===== config.mk =====
export PLATFORM = sky130hd
export DESIGN_NAME = ram_param_fill
export DESIGN_NICKNAME = d
export VERILOG_FILES = /design/src/rtl/ram_param_fill.sv
export SDC_FILE = /design/constraint.sdc
export NUM_CORES = 1
export LEC_CHECK = 0
export BUFFER_PORTS_ARGS = -buffer_cell sky130_fd_sc_hd__buf_2
export CAP_MARGIN = 30
export CORE_UTILIZATION = 35
export DETAILED_ROUTE_END_ITERATION = 12
export GPL_TIMING_DRIVEN = 0
export SYNTH_ARGS = -nofsm -noshare
export SYNTH_HDL_FRONTEND = slang
export SYNTH_SLANG_ARGS = --single-unit

===== constraint.sdc =====
create_clock -name clk -period 2.5 [get_ports clk]
set_input_delay 0.25 -clock clk [delete_from_list [all_inputs] [get_ports clk]]
set_output_delay 0.25 -clock clk [all_outputs]
set_load 0.03 [all_outputs]

===== src/rtl/ram_param_fill.sv =====
// rtl/ram_param_fill.sv - parametrised register-file RAM with registered read and a hardware fill sweep
module ram_param_fill #(
  parameter int WIDTH  = 8,
  parameter int DEPTH  = 8,
  parameter int ADDR_W = 3
) (
  input  logic              clk,
  input  logic              clear,
  input  logic              req,
  input  logic              r_w,
  input  logic [ADDR_W-1:0] addr,
  input  logic [WIDTH-1:0]  in,
  input  logic              fill,
  input  logic [WIDTH-1:0]  fill_data,
  output logic [WIDTH-1:0]  out,
  output logic              valid,
  output logic              busy
);

  typedef enum logic {IDLE, FILL} state_t;

  localparam logic [ADDR_W-1:0] LAST_ADDR = ADDR_W'(DEPTH - 1);
  localparam logic [ADDR_W:0]   DEPTH_W   = (ADDR_W + 1)'(DEPTH);

  state_t              state_q, state_d;
  logic [ADDR_W-1:0]   cnt_q, cnt_d;
  logic [WIDTH-1:0]    fill_val_q, fill_val_d;
  logic [WIDTH-1:0]    out_q, out_d;
  logic                valid_q, valid_d;
  logic                busy_q, busy_d;
  logic [WIDTH-1:0]    mem_q [DEPTH];

  logic                mem_we;
  logic [ADDR_W-1:0]   mem_waddr;
  logic [WIDTH-1:0]    mem_wdata;
  logic [WIDTH-1:0]    rdata;
  logic                in_range;

  assign in_range = ({1'b0, addr} < DEPTH_W);

  // Out-of-range addresses fall through to zero, which is what a read of them returns.
  always_comb begin
    rdata = '0;
    for (int i = 0; i < DEPTH; i++) begin
      if (addr == ADDR_W'(i)) rdata = mem_q[i];
    end
  end

  always_comb begin
    state_d    = state_q;
    cnt_d      = cnt_q;
    fill_val_d = fill_val_q;
    out_d      = out_q;
    valid_d    = 1'b0;
    busy_d     = busy_q;
    mem_we     = 1'b0;
    mem_waddr  = addr;
    mem_wdata  = in;
    case (state_q)
      IDLE: begin
        if (fill) begin
          fill_val_d = fill_data;
          cnt_d      = '0;
          state_d    = FILL;
          busy_d     = 1'b1;
        end else if (req) begin
          if (r_w) begin
            mem_we = in_range;
          end else begin
            out_d   = in_range ? rdata : '0;
            valid_d = 1'b1;
          end
        end
      end
      FILL: begin
        mem_we    = 1'b1;
        mem_waddr = cnt_q;
        mem_wdata = fill_val_q;
        if (cnt_q == LAST_ADDR) begin
          state_d = IDLE;
          busy_d  = 1'b0;
          cnt_d   = '0;
        end else begin
          cnt_d = cnt_q + 1'b1;
        end
      end
      default: begin
        state_d = IDLE;
        busy_d  = 1'b0;
      end
    endcase
  end

  always_ff @(posedge clk or posedge clear) begin
    if (clear) begin
      state_q    <= IDLE;
      cnt_q      <= '0;
      fill_val_q <= '0;
      out_q      <= '0;
      valid_q    <= 1'b0;
      busy_q     <= 1'b0;
    end else begin
      state_q    <= state_d;
      cnt_q      <= cnt_d;
      fill_val_q <= fill_val_d;
      out_q      <= out_d;
      valid_q    <= valid_d;
      busy_q     <= busy_d;
    end
  end

  always_ff @(posedge clk or posedge clear) begin
    if (clear) begin
      for (int i = 0; i < DEPTH; i++) mem_q[i] <= '0;
    end else begin
      for (int i = 0; i < DEPTH; i++) begin
        if (mem_we && mem_waddr == ADDR_W'(i)) mem_q[i] <= mem_wdata;
      end
    end
  end

  assign out   = out_q;
  assign valid = valid_q;
  assign busy  = busy_q;

endmodule


==> metrics.cfg <==
[drt]
route.detailed.drc = 6
drtAntennaViolNets = 0
vias = 2493
wl_per_cell_um = 18.3
dr.pass1.iters = 9
first_iter_violations = 105
via_per_inst = 5.12
wirelength_mm = 8.89

[final_layout]
layout_commonest_cell = dfrtp_1
seq_area_sq_um = 2150
layout-drive-gt1-share_pct = 45.9
final_cell_mix = 86 x dfrtp_1, 56 x mux2_2, 38 x buf_2, 24 x mux2_4, 13 x mux2i_1
n_antenna_cell = 0
final_nets = 365
layoutNonFillerInstCount = 487
nFillCells = 1094
area_growth_syn_to_layout_pct = 16.0
multi_input_area_sq_um = 1900

[place]
dp.cells = 470
portBuffers = 31
place_ws_ns = 0.514
gp_congestion = 0.732
post-dp-hpwl_mm = 5.95

[clock_network]
path_clk_slew_ns = 0.07
cts_max_path_buffers = 2
hold_buffers = 1
insertion_delay_ns = 0.33
htreeDepth = 3
cts_buffers = 9
ctsResizeCount = 0
cts_root_buffer = clkbuf_16
cts.sinks = 86
tritoncts = built
cts_setup_buffers = 0

[power_and_ir_drop]
p_per_area_nw_per_um2 = 1310
vdd_drop_max_mv = 0.401
cellLeakagePower_uw = 0.00214

[logic_synthesis]
synth.avg_cell_area_sq_um = 14.1
synthDistinctLibCells = 41
ys_ff_latch = 86
syn_nets = 321
synth_area_sq_um = 4170
yosysSeqAreaShare_pct = 51.6
synth.area.top_cells = dfrtp_1 52%, mux2_2 15%, mux2_4 8.6%, mux4_2 4.3%, mux2i_1 3.1%
synth_top_area_share_pct = 51.6
ys_warn_count = 0
netlist_instances = 295
yosysTopAreaCell = dfrtp_1

[floorplanning]
rows = 39
core_sq_um = 11500
dieWidth_um = 111
pin_count = 34
dieHeight_um = 111
die-area_sq_um = 12400
start_util_pct = 36.2

[global_route]
use_met2_pct = 24.8
met1_usage_pct = 20.6
grt_pass1_wl_mm = 14.6
overflow = 0
antenna_found_initial = 0
grt_pass1_vias = 2646
use_met3_pct = 4.48
grt.total_usage_pct = 15.6
grt_max_degree = 45
grt_busiest_layer = met2

[worst_setup_path]
critPathBufInv = 3
path_class = flop to flop
cp_slowest_cell = nor4b_4
crit_fanout = 10
cp_top_family = buffers and inverters
endpoint_kind = flop
worst_setup_path_start_kind = flop
cpMostUsedCell = buf_4
critPathArrivalTime_ns = 2.23
critPathMaxStageDelay_ns = 0.57
crit_chain = buf_4 > buf_4 > nor4b_4 > buf_2 > nor2_1 > a21oi_1
cp.required_ns = 2.76

[flow_run]
maxCapViolCount = 0

[sta]
setup_viol = 0
rsz0062_at_grt = false
hold_ws_ns = 0.144
worst_slack_ns = 0.523
finalMaxSlewViolations = 0
period_minus_slack_ns = 1.98
clock_skew_ns = 0.00852
hold_violations = 0
period_share_pct = 79.1
worst_slew_pin_slew_ns = 0.648
relSlewSlack_pct = 56.8
setup_tns_ns = 0
fmax_ghz = 0.506

[run_status]
violations = DRC
status = finished, violations left

[worst_hold_path]
hp-class = input pin to flop

-- Yosys cell counts (all sizes together) --
| library cell | instances |
|---|---|
| dfrtp | 86 |
| mux2 | 80 |
| nor2 | 15 |
| buf | 14 |
| mux2i | 13 |
| nand2b | 12 |
| a21oi | 9 |
| o21ai | 9 |
| mux4 | 8 |
| nand2 | 8 |
| nand3b | 6 |
| nor3 | 4 |
| a311oi | 3 |
| a31oi | 3 |
| o22ai | 3 |
| a21o | 2 |
| clkbuf | 2 |
| ha | 2 |
| inv | 2 |
| nor4b | 2 |
| o21a | 2 |
| a21bo | 1 |
| and2 | 1 |
| and3 | 1 |
| nand3 | 1 |
| nand4b | 1 |
| nor2b | 1 |
| nor3b | 1 |
| o2bb2ai | 1 |
| o31a | 1 |
| or3 | 1 |
-- per-layer routing --
layer | routed length, um | vias up | part of all wire [%]
li1 | - | 1162 | -
met4 | 175 | 0 | 2.0
met2 | 4170 | 41 | 47
met3 | 354 | 13 | 4.0
met1 | 4190 | 1277 | 47
met5 | 0 | - | 0
-- cell type report --
| class | instances | area share [%] |
|---|---|---|
| Buffer | 16 | 2.20 |
| Clock buffer | 10 | 4.74 |
| Clock inverter | 6 | 1.45 |
| Inverter | 2 | 0.207 |
| Multi-Input combinational cell | 191 | 39.4 |
| Sequential cell | 86 | 44.5 |
| Tap cell | 143 | 3.70 |
| Timing Repair Buffer | 33 | 3.83 |
-- final timing paths --
check | start | to | slack (ns) | depth (start not counted)
worst max-delay path | state_q$_DFF_PP0_ | out[4]$_DFFE_PP0P_ | 0.52 | 6
worst min-delay path | fill_data[4] | fill_val_q[4]$_DFFE_PP0P_ | 0.14 | 2
worst max register to register | state_q$_DFF_PP0_ | out[4]$_DFFE_PP0P_ | 0.52 | 6
worst min register to register | fill_val_q[6]$_DFFE_PP0P_ | fill_val_q[6]$_DFFE_PP0P_ | 0.50 | 1
max in group asynchronous | clear | mem_q[57]$_DFFE_PP0P_ | 1.35 | 4
min in group asynchronous | clear | cnt_q[0]$_DFFE_PP0P_ | 0.52 | 3
-- logic make-up (layout without fill, tap and decap cells) --
group                    Yosys count  count (layout)  synth area share [%]
buffers and inverters             18              67                  2.73
AO/OA/AOI/OAI                     34              34                  5.55
flip-flops                        86              86                  51.6
AND/OR/NAND/NOR                   54              54                  8.28
multiplexers                     101             101                  31.2
adder cells (fa/ha/maj)            2               2                 0.600
-- state kept, by name, indices dropped and copies added (netlist names) --
signal,count
busy,1
cnt_q,3
fill_val_q,8
mem_q,64
out,8
state_q,1
valid,1
-- stage by stage --
step / total power (uW) / utilization, % / cell area (sq um)
final: 6340 / 42.0 / 4830
after global routing: 6750 / 42.0 / 4830
after CTS: 6400 / 42.0 / 4830
after detailed placement: 5040 / 39.3 / 4530
after global placement: 4960 / 39.1 / 4500
after floorplan: 4440 / - / 4170
-- power breakdown --
part / internal, uW / switching, uW / total, uW
sequential: 2110 / 375 / 2480
combinational: 1380 / 1140 / 2520
clock: 780 / 556 / 1340
total: 4270 / 2070 / 6340
-- worst register-to-register path: stages, from the launching register on --
cell	delay, ns
dfrtp_1	0.39
buf_4	0.17
buf_4	0.21
nor4b_4	0.57
buf_2	0.37
nor2_1	0.07
a21oi_1	0.11
Power figures use the tool's default switching activity.
